===== config.mk =====
export PLATFORM = sky130hd
export DESIGN_NAME = sdram_sched
export DESIGN_NICKNAME = d
export VERILOG_FILES = /design/src/rtl/sdram_sched.sv
export SDC_FILE = /design/constraint.sdc
export NUM_CORES = 1
export LEC_CHECK = 0
export CORE_MARGIN = 3
export CORE_UTILIZATION = 45
export CTS_CLUSTER_SIZE = 25
export DETAILED_ROUTE_END_ITERATION = 12
export PLACE_DENSITY = 0.78
export SYNTH_ARGS = -nofsm -noshare
export SYNTH_HDL_FRONTEND = slang
export SYNTH_SLANG_ARGS = --single-unit

===== constraint.sdc =====
create_clock -name clkSDRAM -period 2.55 [get_ports clkSDRAM]
set_input_delay 0.765 -clock clkSDRAM [delete_from_list [all_inputs] [get_ports clkSDRAM]]
set_output_delay 0.765 -clock clkSDRAM [all_outputs]
set_load 0.005 [all_outputs]

===== src/rtl/sdram_sched.sv =====
// SDRAM command scheduler: power-up sequence, periodic refresh, and round-robin
// arbitration of one write and two read ports into the sdram_io command FIFO.
module sdram_sched #(
    parameter int BURST     = 8,
    parameter int INIT_REFS = 2,
    parameter bit PAGE_OPEN = 1'b1
) (
    input  logic        clkSDRAM,
    input  logic        n_reset,
    input  logic        icnt_ovf,
    input  logic        fifo_full,
    output logic        fifo_wrreq,
    output logic [29:0] fifo_in,      // data_t: {cmd[2:0], ba[1:0], column[8:0], data[15:0]}
    input  logic        wr_req,
    input  logic [23:0] wr_addr,
    input  logic [15:0] wr_data,
    output logic        wr_ack,
    input  logic [1:0]  rd_req,
    input  logic [23:0] rd_addr0,
    input  logic [23:0] rd_addr1,
    output logic [1:0]  rd_ack,
    output logic        init_done
);

    typedef enum logic [2:0] {
        C_NOP, C_PALL, C_REF, C_MRS, C_ACT, C_PRE, C_READ, C_WRITE
    } cmd_e;

    typedef struct packed {
        cmd_e        cmd;
        logic [1:0]  ba;
        logic [8:0]  column;
        logic [15:0] data;
    } data_t;

    typedef enum logic [3:0] {
        S_INIT_WAIT, S_INIT_PALL, S_INIT_REF, S_INIT_MRS, S_IDLE,
        S_REF_PALL, S_REF_REF, S_PRE, S_ACT, S_CMD, S_CLOSE
    } state_e;

    typedef enum logic [1:0] { P_WR, P_RD0, P_RD1 } port_e;

    localparam logic [8:0] COL_MASK = ~(9'(BURST) - 9'd1);

    state_e      state;
    port_e       rr_ptr;
    port_e       gnt;
    logic        gnt_any;
    logic [23:0] gnt_addr;
    logic        refresh_pending;
    logic [2:0]  ref_cnt;
    logic [3:0]  bank_open;
    logic [12:0] bank_row [4];
    logic [1:0]  l_ba;
    logic [12:0] l_row;
    logic [8:0]  l_col;
    logic [15:0] l_data;
    logic        l_wr;
    logic        l_port;
    data_t       word;
    logic        emit;
    logic        wr_fire;

    // First asserted requester strictly after the pointer, wrapping wr -> rd0 -> rd1.
    always_comb begin
        gnt_any = 1'b1;
        gnt     = P_WR;
        case (rr_ptr)
            P_WR: begin
                if (rd_req[0])      gnt = P_RD0;
                else if (rd_req[1]) gnt = P_RD1;
                else if (wr_req)    gnt = P_WR;
                else                gnt_any = 1'b0;
            end
            P_RD0: begin
                if (rd_req[1])      gnt = P_RD1;
                else if (wr_req)    gnt = P_WR;
                else if (rd_req[0]) gnt = P_RD0;
                else                gnt_any = 1'b0;
            end
            default: begin
                if (wr_req)         gnt = P_WR;
                else if (rd_req[0]) gnt = P_RD0;
                else if (rd_req[1]) gnt = P_RD1;
                else                gnt_any = 1'b0;
            end
        endcase
        case (gnt)
            P_WR:    gnt_addr = wr_addr;
            P_RD0:   gnt_addr = rd_addr0;
            default: gnt_addr = rd_addr1;
        endcase
    end

    always_comb begin
        word = '0;
        emit = 1'b1;
        case (state)
            S_INIT_PALL, S_REF_PALL: word.cmd = C_PALL;
            S_INIT_REF, S_REF_REF:   word.cmd = C_REF;
            S_INIT_MRS:              word.cmd = C_MRS;
            S_PRE, S_CLOSE: begin
                word.cmd = C_PRE;
                word.ba  = l_ba;
            end
            S_ACT: begin
                word.cmd  = C_ACT;
                word.ba   = l_ba;
                word.data = {3'b000, l_row};
            end
            S_CMD: begin
                word.ba = l_ba;
                if (l_wr) begin
                    word.cmd    = C_WRITE;
                    word.column = l_col;
                    word.data   = l_data;
                end else begin
                    word.cmd    = C_READ;
                    word.column = l_col & COL_MASK;
                    word.data   = {15'd0, l_port};
                end
            end
            default: emit = 1'b0;
        endcase
    end

    assign wr_fire    = emit & ~fifo_full;
    assign fifo_wrreq = wr_fire;
    assign fifo_in    = wr_fire ? word : '0;
    assign wr_ack     = wr_fire && (state == S_CMD) && l_wr;
    assign rd_ack[0]  = wr_fire && (state == S_CMD) && !l_wr && !l_port;
    assign rd_ack[1]  = wr_fire && (state == S_CMD) && !l_wr && l_port;

    always_ff @(posedge clkSDRAM or negedge n_reset) begin
        if (!n_reset) begin
            state           <= S_INIT_WAIT;
            rr_ptr          <= P_WR;
            refresh_pending <= 1'b0;
            init_done       <= 1'b0;
            ref_cnt         <= '0;
            bank_open       <= '0;
            for (int unsigned b = 0; b < 4; b++) bank_row[b] <= '0;
            l_ba            <= '0;
            l_row           <= '0;
            l_col           <= '0;
            l_data          <= '0;
            l_wr            <= 1'b0;
            l_port          <= 1'b0;
        end else begin
            if (icnt_ovf && init_done) refresh_pending <= 1'b1;
            case (state)
                S_INIT_WAIT: if (icnt_ovf) state <= S_INIT_PALL;
                S_INIT_PALL: if (wr_fire) begin
                    ref_cnt <= '0;
                    state   <= S_INIT_REF;
                end
                S_INIT_REF: if (wr_fire) begin
                    if (ref_cnt == 3'(INIT_REFS - 1)) state <= S_INIT_MRS;
                    else ref_cnt <= ref_cnt + 3'd1;
                end
                S_INIT_MRS: if (wr_fire) begin
                    init_done <= 1'b1;
                    state     <= S_IDLE;
                end
                S_IDLE: begin
                    // Clearing here overrides a same-cycle tick set above.
                    if (refresh_pending || icnt_ovf) begin
                        refresh_pending <= 1'b0;
                        state           <= S_REF_PALL;
                    end else if (gnt_any) begin
                        l_ba   <= gnt_addr[23:22];
                        l_row  <= gnt_addr[21:9];
                        l_col  <= gnt_addr[8:0];
                        l_data <= wr_data;
                        l_wr   <= (gnt == P_WR);
                        l_port <= (gnt == P_RD1);
                        rr_ptr <= gnt;
                        if (!bank_open[gnt_addr[23:22]])
                            state <= S_ACT;
                        else if (bank_row[gnt_addr[23:22]] == gnt_addr[21:9])
                            state <= S_CMD;
                        else
                            state <= S_PRE;
                    end
                end
                S_REF_PALL: if (wr_fire) begin
                    bank_open <= '0;
                    state     <= S_REF_REF;
                end
                S_REF_REF: if (wr_fire) state <= S_IDLE;
                S_PRE: if (wr_fire) begin
                    bank_open[l_ba] <= 1'b0;
                    state           <= S_ACT;
                end
                S_ACT: if (wr_fire) begin
                    bank_row[l_ba]  <= l_row;
                    bank_open[l_ba] <= 1'b1;
                    state           <= S_CMD;
                end
                S_CMD: if (wr_fire) state <= PAGE_OPEN ? S_IDLE : S_CLOSE;
                S_CLOSE: if (wr_fire) begin
                    bank_open[l_ba] <= 1'b0;
                    state           <= S_IDLE;
                end
                default: state <= S_INIT_WAIT;
            endcase
        end
    end

endmodule


# Word-level counts from Yosys, hierarchy flattened
# Cells that the tools add are included.
# Widths: inputs -> output; s select.
[op_classes] addsub=1 n_mux=60 div=0 shifts=0 n_reduce_logical=28 eq_ne=26 magnitude_cmp=6 bitwise=8 mul=0
[op_table] op="$mux 4" count=15
[op_table] op="$bwmux 52" count=1
[op_table] op="$pmux 24 s2" count=1
[op_table] op="$mux 13" count=3
[op_table] op="$pmux 16 s2" count=1
[op_table] op="$pmux 4 s8" count=1
[op_table] op="$mux 30" count=1
[op_table] op="$bmux 13 s2" count=1
[op_table] op="$demux 13 s2" count=1
[op_table] op="$mux 19" count=1
[op_table] op="$mux 1" count=18
[op_table] op="$pmux 3 s6" count=1
[op_table] op="$eq 4x3->1 const B" count=4
[op_table] op="$ne 2x2->1 const B" count=8
[op_table] op="$eq 13x13->1" count=1
[op_table] op="$eq 4x4->1 const B" count=3
[op_table] op="$pmux 4 s3" count=1
[op_table] op="$mux 2" count=5
[op_table] op="$mux 3" count=3
[op_table] op="$mux 9" count=1
[op_table] op="$reduce_and 9->1" count=1
[op_table] op="$reduce_or 9->1" count=1
[op_table] op="$eq 4x2->1 const B" count=2
[op_table] op="$logic_and 1x1->1" count=8
[op_table] op="other kinds (33)" count=46
[totals] latch_bits=0 output_inout_bits=35 mem_bits_rw=0 mem_count=0 in_bits=95 ff_bits=109 romBits=0

# Longest topological paths before layout
# Gate-level depths: netlist of the first run.
[logic_depth] ltp_word=16 ltp_mapped=11

# Least setup slack after synthesis of the first run
# Ideal clock, no wire load.
[synth_timing] path_kind="input -> register" startpoint="input port rd_req[1]" endpoint="register state[1]" setup_slack_ns=-0.355 stages=10 t_arrival_ns=2.771 setup_time_ns=0.134 path_buffers=2 path_cell_list="and2b_4 -> a22oi_4 -> o221a_1 -> buf_6 -> buf_6 -> mux2_4 -> a221oi_2 -> a21oi_1 -> nor4_2 -> o21ai_1"
[synth_via] elab_chain_cells=16
[synth_lines] item="start: declaration" line="18" source="input logic [1:0] rd_req,"
[synth_lines] item="$mux 2" line="71" source="else if (rd_req[1]) gnt = P_RD1;"
[synth_lines] item="$mux 2" line="83" source="else if (rd_req[0]) gnt = P_RD0;"
[synth_lines] item="$mux 2" line="82" source="if (wr_req) gnt = P_WR;"
[synth_lines] item="$pmux 2 s2" line="68" source="case (rr_ptr)"
[synth_lines] item="$eq 2x1->1 or $logic_not 2->1 (tied branches)" line="88" source="case (gnt)"
[synth_lines] item="$pmux 24 s2" line="88"
[synth_lines] item="$not 2->3 (implied by the code)" line="180" source="else if (bank_row[gnt_addr[23:22]] == gnt_addr[21:9])"
[synth_lines] item="$bmux 13 s2" line="180"
[synth_lines] item="$mux 13 (implied by the code) (2 in series)" line="180"
[synth_lines] item="$eq 13x13->1" line="180"
[synth_lines] item="$mux 4" line="180"
[synth_lines] item="$mux 4" line="178" source="if (!bank_open[gnt_addr[23:22]])"
[synth_lines] item="$mux 4" line="170" source="end else if (gnt_any) begin"
[synth_lines] item="$mux 4" line="167" source="if (refresh_pending || icnt_ovf) begin"
[synth_lines] item="$pmux 4 s8" line="151" source="case (state)"
[synth_lines] item="end signal: assignment" line="200" source="S_CMD: if (wr_fire) state <= PAGE_OPEN ? S_IDLE : S_CLOSE;"
[synth_lines] item="end: declaration" line="45" source="state_e state;"
# Several ways; a longest one is shown, not always the timed one. The select of a mux whose other input is x is not followed.
# A chain may end at the register's enable or synchronous reset.

# Worst setup path after layout of the first run
[layout_timing] startpoint="input port rd_req[1]" endpoint="register state[2]"
# Same word-level chain as after synthesis.

==> results.md, run 1 <==
- Hold_buf cts: 0
- Die X: 120 um
- Commonest cells after routing, fill and taps aside: dfrtp_1, buf_4, clkdlybuf4s50_1
- Pre-CTS setup slack: -1.12 ns
- N_diodes: 0
- Max Cap Violations: 0
- Total GRT Usage: 27.1%
- Root Buffer: clkbuf_16
- Fin util: 72.6%
- Number of H-tree levels: 3
- Fin crit period: 2.88 ns
- Mapped Cells: 561
- Register share of total power: 34.3%
- Total CTS buffers: 9
- Final wirelength: 20.8 mm
- CTS clk-pin slew, worst paths: 0.08 ns
- Slew HR: 68.2%
- Pins over their slew limit: 0
- Final-report hold violation count: 0
- Initial antenna violation count: 0
- Max Clk Rate: 347 MHz
- Fin cells: 988
- EDFF count, synth: 0
- Sequential area share after synthesis: 46.6%
- Synth warn: 0
- Global-route wire length before repair: 30.8 mm
- Post-route ant nets: 0
- P_int: 4.97 mW
- Core Area: between 10,000 and 15,000 um2
- Wire length per cell: ~21 um
- WP buf/inv: 6
- Total negative slack: -3.32 ns
- VDD IR max: 424 uV
- Die height: 120 um
- Seq cells post-synth: roughly 110
- Share of cells above drive strength 1: about 44%
- Switch Pwr: just under 3 mW
- CP required: 2.79 ns
- Die footprint: 14,400 um2
- Synth area leaders: dfrtp_1, mux2_2, mux2i_1, o21ai_0, nand2_1
- Leading cell type in the layout, fill and taps excluded: dfrtp_1
- Slowest stage cell, crit path: a21o_1
- CTS tree: built
- Vias in the first global route: 5,861
- IO Port Bufs: roughly 130
- Via-to-Cell Ratio: a little under 6
- Nets: about 910
- Final Setup Violations: 26
- Global route total overflow: 0
- Clock Tree Buf Depth: 2
- Final period utilization: 113%
- Mapped Nets: 658
- Starting Density: 46.2%
- Switch share: roughly 37%
- Logic gate share of total power: 46.8%
- Synth cell types: 60
- CP Cell Sequence: buf_12 -> nand3b_1 -> a21o_1 -> o221a_4 -> buf_12 -> buf_12 -> buf_4 -> buf_4 -> mux2i_2 -> xor2_1 -> nor3_1 -> a21oi_1 -> nor4_2 -> buf_4 -> o21ai_1
- Crit-path max FO: 5
- Placed cell count: 922
- Power density over cell area: 861 nW/um2
- DR iter-0 viols: 480
- RePlAce Congestion: 0.913
- Top cell type's share of synthesized area: between 40% and 50%
- Static Leakage: roughly 4.2 nW
- Failing checks: negative setup slack
- Ys flop type: dfrtp_1
- Mean post-synth cell area: 10.4 um2
- Fillcell total: 814
- Hold Path Class: input port to asynchronous set/reset pin
- Final worst setup slack: -0.329 ns
- Worst skew pair latency: 0.36 ns
- Slew @ Worst Pin: about 0.48 ns
- Area of the multi-input gates: 3390 um2
- # clock sinks: ~110
- Via count: 5,708
- Status: complete, but fails checks
- # IOs: 130
- CP endpoint kind: flop
- CP Class: input port to flop
- Startpoint Class: input port
- Clock share of power: 18.8%
- Max stage delay on crit path: 0.24 ns
- Syn Std Cell Area: 5850 um2
- Asr flop ratio synth: 100%
- Cell family with most CP delay: buffers and inverters
- Register area: 2730 um2
- Post-synth top area cell: dfrtp_1
- Crit path DAT: 3.11 ns
- RSZ-0062 raised after global routing: true
- Initial DRT Pass Iterations: 7
- Final HPWL DP: between 10 and 15 mm
- Row cnt: 41
- Skew final: 0.00972 ns
- DRC: 0
- Largest net degree at the start of global routing: 57
- Synthesis-to-layout area growth: 57.1%
-- cell usage after synthesis (all sizes together) (2+ instances only) --
master,n
or2,2
nor2b,3
nand2,52
a21oi,23
dfrtp,109
a31oi,4
o31ai,2
o221a,4
a221oi,2
mux2i,24
o22ai,10
and2,16
ha,2
o22a,4
a222oi,10
a21o,6
inv,11
nor2,51
nand2b,8
a2bb2oi,2
and3,2
clkbuf,17
nor3,10
a22oi,19
o221ai,4
xor2,7
xnor2,4
nor4,5
o21ai,41
mux2,75
buf,15
-- per-layer routing --
layer / GRT usage, % / wire (um)
met4: 11.4 / 646
met5: 0 / 0
met3: 4.38 / 1150
met1: 33.8 / 8210
met2: 46.6 / 10800
-- cell type report --
class,count,share of cell area [%]
Clock buffer,13,2.94
Clock inverter,3,0.463
Inverter,11,0.449
Multi-Input combinational cell,409,36.9
Sequential cell,109,29.7
Tap cell,172,2.34
Timing Repair Buffer,271,27.2
-- state kept, by name, summed over array words and instances (netlist names) --
register,cells
init_done,1
l_wr,1
l_col,9
bank_row,52
state,4
bank_open,4
l_row,13
l_ba,2
rr_ptr,2
l_data,16
refresh_pending,1
ref_cnt,3
l_port,1
-- metrics by stage --
stage          power, mW  area [um2]  hold WS (ns)
6_report            7.92        9200         0.350
5_1_grt             8.28        9200         0.380
4_1_cts             7.36        8800         0.368
3_5_place_dp        5.40        7960         0.464
3_3_place_gp        5.29        7960         0.460
2_1_floorplan       4.11        5870         0.442
-- power groups by stage --
stage / logic [mW] / clock network, mW / registers [mW]
2_1_floorplan: 1.65 / 0 / 2.46
3_5_place_dp: 2.75 / 0 / 2.65
6_report: 3.71 / 1.49 / 2.72
4_1_cts: 3.21 / 1.48 / 2.66
3_3_place_gp: 2.67 / 0 / 2.61
5_1_grt: 3.95 / 1.55 / 2.78
-- cell families (layout without fill, tap and decap cells) --
group           count (synthesis)  count (layout)  synth area share [%]
flops                         109             109                  46.6
buf+inv                        43             298                  3.18
fa+ha+maj                       3               3                 0.598
xor+xnor                       11              11                  1.65
mux                            99              99                  18.6
simple gates                  157             157                  12.6
compound gates                139             139                  16.8
-- worst register-to-register path: stages (launching register included) --
cell and delay, ns:
dfrtp_2 0.47, and2b_4 0.29, a22oi_4 0.06, o221a_4 0.30, buf_12 0.15, buf_12 0.12
buf_4 0.13, buf_4 0.14, mux2i_2 0.15, xor2_1 0.17, nor3_1 0.19, a21oi_1 0.08
nor4_2 0.24, buf_4 0.18, o21ai_1 0.07
-- timing repair --
action | in CTS | in global routing
setup endpoints to repair | 78 | 66
pin swaps | 41 | 51
cloned | 1 | 0
buffers inserted | 30 | 25
gates resized for setup | 234 | 79
-- worst paths after layout --
kind	from	slack [ns]	to	cells past startpoint
setup / recovery	rd_req[1]	-0.33	state[2]	15
hold / removal	n_reset	0.35	l_row[2]	1
setup reg to reg	rr_ptr[1]	-0.30	state[2]	14
hold reg to reg	ref_cnt[2]	0.48	ref_cnt[2]	1
max in group asynchronous	n_reset	1.48	rr_ptr[1]	2
min in group clkSDRAM	ref_cnt[2]	0.48	ref_cnt[2]	1
Note: power is estimated with default switching activity, not from simulation.
==> run 2, diff against run 1 <==
==> constraint.sdc (replaced) <==
create_clock -name clkSDRAM -period 2.55 [get_ports clkSDRAM]
set_input_delay 0.765 -clock clkSDRAM [delete_from_list [all_inputs] [get_ports clkSDRAM]]
set_output_delay 0.765 -clock clkSDRAM [all_outputs]
set_load 0.02 [all_outputs]
==> run 2 against run 1 <==
  * The run still ends with negative setup slack left
  * Total power is 0.48% higher
  * Combinational power is 2% lower
  * Clock skew is 0.0018 ns lower
  * Final area is 1.5% lower
  * Global-route usage hardly changed
  * Register-to-register slack better by 0.06 ns
  * Flip-flop and latch count stayed put
  * Critical endpoint is now fifo_in[13]
==> results.md, run 2 (same netlist as run 1, synthesis figures left out) <==
- GR Util met2: 45.8% (-0.77 points)
- Flop-to-flop setup slack: -0.24 ns (+0.06 ns)
- Commonest cells after routing, fill and taps aside: dfrtp_1, clkdlybuf4s50_1, buf_4
- Crit path top cell by count: buf_6
- IO Port Bufs: 129 (unchanged)
- Largest net degree at the start of global routing: 42 (-26%)
- Final-report hold violation count: 0 (unchanged)
- Die footprint: 14,400 um2 (unchanged)
- Max Clk Rate: 355 MHz (+2.3%)
- N_diodes: 0 (unchanged)
- CP Cell Sequence: buf_6 -> nor2b_4 -> nand2b_4 -> buf_6 -> nor4_4 -> buf_6 -> and2_4 -> buf_6
- Met3 Use GR: 5.00% (+0.61 points)
- Total CTS buffers: 9 (unchanged)
- Top Usage Layer GRT: met2
- Share of cells above drive strength 1: 41.1% (-2.8 points)
- WP buf/inv: 4 (-2)
- Max Cap Violations: 0 (unchanged)
- GR met1 Demand/Resource: 34.5% (+0.77 points)
- CTS clk-pin slew, worst paths: 0.08 ns (about the same)
- Vias in the first global route: 5,748 (-1.9%)
- Fin cells: 956 (-3.2%)
- Biggest regs: bank_row x52, l_data x16, l_row x13
- Slowest stage cell, crit path: dfrtp_2
- Starting Density: 46.2% (unchanged)
- Worst r2r dst: state[2]
- Register area: 2730 um2 (unchanged)
- Area of the multi-input gates: 3370 um2 (-0.66%)
- CP required: 1.79 ns (-1.00 ns)
- R2R cell count: 13 (-1)
- # clock sinks: 109 (unchanged)
- Nets: 876 (-3.5%)
- CP endpoint kind: output port
- Number of H-tree levels: 3 (unchanged)
- Via-to-Cell Ratio: 5.91 (+2.3%)
- Hold Path Class: input port to asynchronous set/reset pin
- R2R Path Start: rr_ptr[1]
- Switch share: 37.2% (-0.11 points)
- Placed cell count: 919 (-0.33%)
- Skew final: 0.00794 ns (-0.00179 ns)
- Total GRT Usage: 27.1% (+0.045 points)
- Crit path DAT: 2.05 ns (-1.06 ns)
- RePlAce Congestion: 0.888 (-2.8%)
- Critical path launch point: state[1]
- Final Setup Violations: 32 (+23%)
- Crit path depth: 8 (-7)
- Largest register by flop count: bank_row
- Final wirelength: 20.3 mm (-2.3%)
- Slew HR: 61.7% (-6.5 points)
- Pre-CTS setup slack: -1.09 ns (+0.0325 ns)
- Switch Pwr: 2.96 mW (+0.17%)
- P_int: 5.00 mW (+0.66%)
- Global-route wire length before repair: 30.6 mm (-0.60%)
- Die X: 120 um (unchanged)
- Max FFs per register: 52 (unchanged)
- Register share of total power: 33.9% (-0.4 points)
- Startpoint Class: flop
- # IOs: 130 (unchanged)
- Final HPWL DP: 13.4 mm (-0.33%)
- Failing checks: negative setup slack
- Die height: 120 um (unchanged)
- Pins over their slew limit: 0 (unchanged)
- Clock Tree Buf Depth: 2 (unchanged)
- CTS tree: built
- Core Area: 12,700 um2 (unchanged)
- Row cnt: 41 (unchanged)
- Leading cell type in the layout, fill and taps excluded: dfrtp_1
- Post-route ant nets: 0 (unchanged)
- Final period utilization: 110% (-2.6 points)
- Wire length per cell: 21.2 um (+0.99%)
- RSZ-0062 raised after global routing: true
- Via count: 5,651 (-1.0%)
- Initial antenna violation count: 0 (unchanged)
- Initial DRT Pass Iterations: 7 (unchanged)
- Fillcell total: 834 (+2.5%)
- VDD IR max: 396 uV (-6.5%)
- Status: complete, but fails checks
- Power density over cell area: 879 nW/um2 (+2.0%)
- Max stage delay on crit path: 0.45 ns (+0.21 ns)
- Slew @ Worst Pin: 0.568 ns (+0.0913 ns)
- Static Leakage: 4.11 nW (-2.8%)
- DRC: 0 (unchanged)
- Crit-path max FO: 7 (+2)
- Logic gate share of total power: 45.5% (-1.3 points)
- Final worst setup slack: -0.263 ns (+0.0656 ns)
- Fin crit period: 2.81 ns (-0.0656 ns)
- DR iter-0 viols: 441 (-8.1%)
- Root Buffer: clkbuf_16
- Clock share of power: 20.6% (+1.8 points)
- CP Class: flop to output port
- Cell family with most CP delay: simple AND/OR/NAND/NOR gates
- Worst skew pair latency: 0.36 ns (about the same)
- Global route total overflow: 0 (unchanged)
- Synthesis-to-layout area growth: 54.8%
-- run 2: changes by cell type in the layout (fill, tap and decap cells not counted), sizes merged --
| cell | previous run | this run |
|---|---|---|
| buf | 175 | 149 |
| bufinv | 1 | 3 |
| clkbuf | 17 | 10 |
| clkinvlp | 1 | 0 |
| dlygate4sd2 | 5 | 3 |
| inv | 11 | 13 |
-- run 2: worst register-to-register path: stages, from the launching register on --
cell and delay (ns):
dfrtp_2 0.46, and2b_4 0.29, a22oi_4 0.06, o221a_4 0.29
buf_12 0.15, buf_6 0.12, mux2i_1 0.12, buf_4 0.14
a22oi_2 0.15, a41o_1 0.18, nand4_1 0.10, nor4_2 0.35
buf_4 0.19, o21ai_1 0.06
-- run 2: cell type report --
class                           instances  area share (%)
Sequential cell                       109            30.1
Timing Repair Buffer                  239            26.0
Multi-Input combinational cell        409            37.2
Inverter                               11           0.456
Clock inverter                          6            1.28
Clock buffer                           10            2.53
Tap cell                              172            2.38
-- run 2: how the worst max path moves through the flow --
stage                       end  slack [ns]
floorplan              state[3]       -0.33
global placement       state[2]       -1.04
detailed placement     state[2]       -1.09
CTS                    state[2]       -0.24
global route           state[3]       -0.44
finish              fifo_in[13]       -0.26
-- run 2: stage by stage --
step | power (mW) | instance area (um2) | hold WS [ns] | TNS, ns | util [%]
after global routing | 8.32 | 9060 | 0.444 | -7.70 | 71.5
final | 7.96 | 9060 | 0.401 | -4.00 | 71.5
after floorplan | 4.16 | 5880 | 0.442 | -1.07 | -
after global placement | 5.41 | 7980 | 0.458 | -47.39 | 63.0
after CTS | 7.50 | 8660 | 0.417 | -2.31 | 68.3
after detailed placement | 5.54 | 7980 | 0.464 | -50.53 | 63.0
-- run 2: what timing repair did --
item,4_1_cts,5_1_grt
pin swaps,22,33
setup buffers,10,9
cloned,3,0
hold buffers,0,0
gates resized for setup,251,100
setup endpoints to repair,39,67
-- run 2: power by group through the flow --
| stage | Clock [mW] | Sequential, mW | Combinational, mW |
|---|---|---|---|
| 3_5_place_dp | 0 | 2.63 | 2.91 |
| 2_1_floorplan | 0 | 2.47 | 1.69 |
| 4_1_cts | 1.63 | 2.63 | 3.24 |
| 5_1_grt | 1.71 | 2.76 | 3.85 |
| 6_report | 1.64 | 2.70 | 3.62 |
| 3_3_place_gp | 0 | 2.59 | 2.81 |
-- run 2: layer usage --
metal  vias up  wire (um)
met5         -          0
met4         0        672
met3        59       1270
met2       263      10300
met1      2834       8020
li1       2495          -
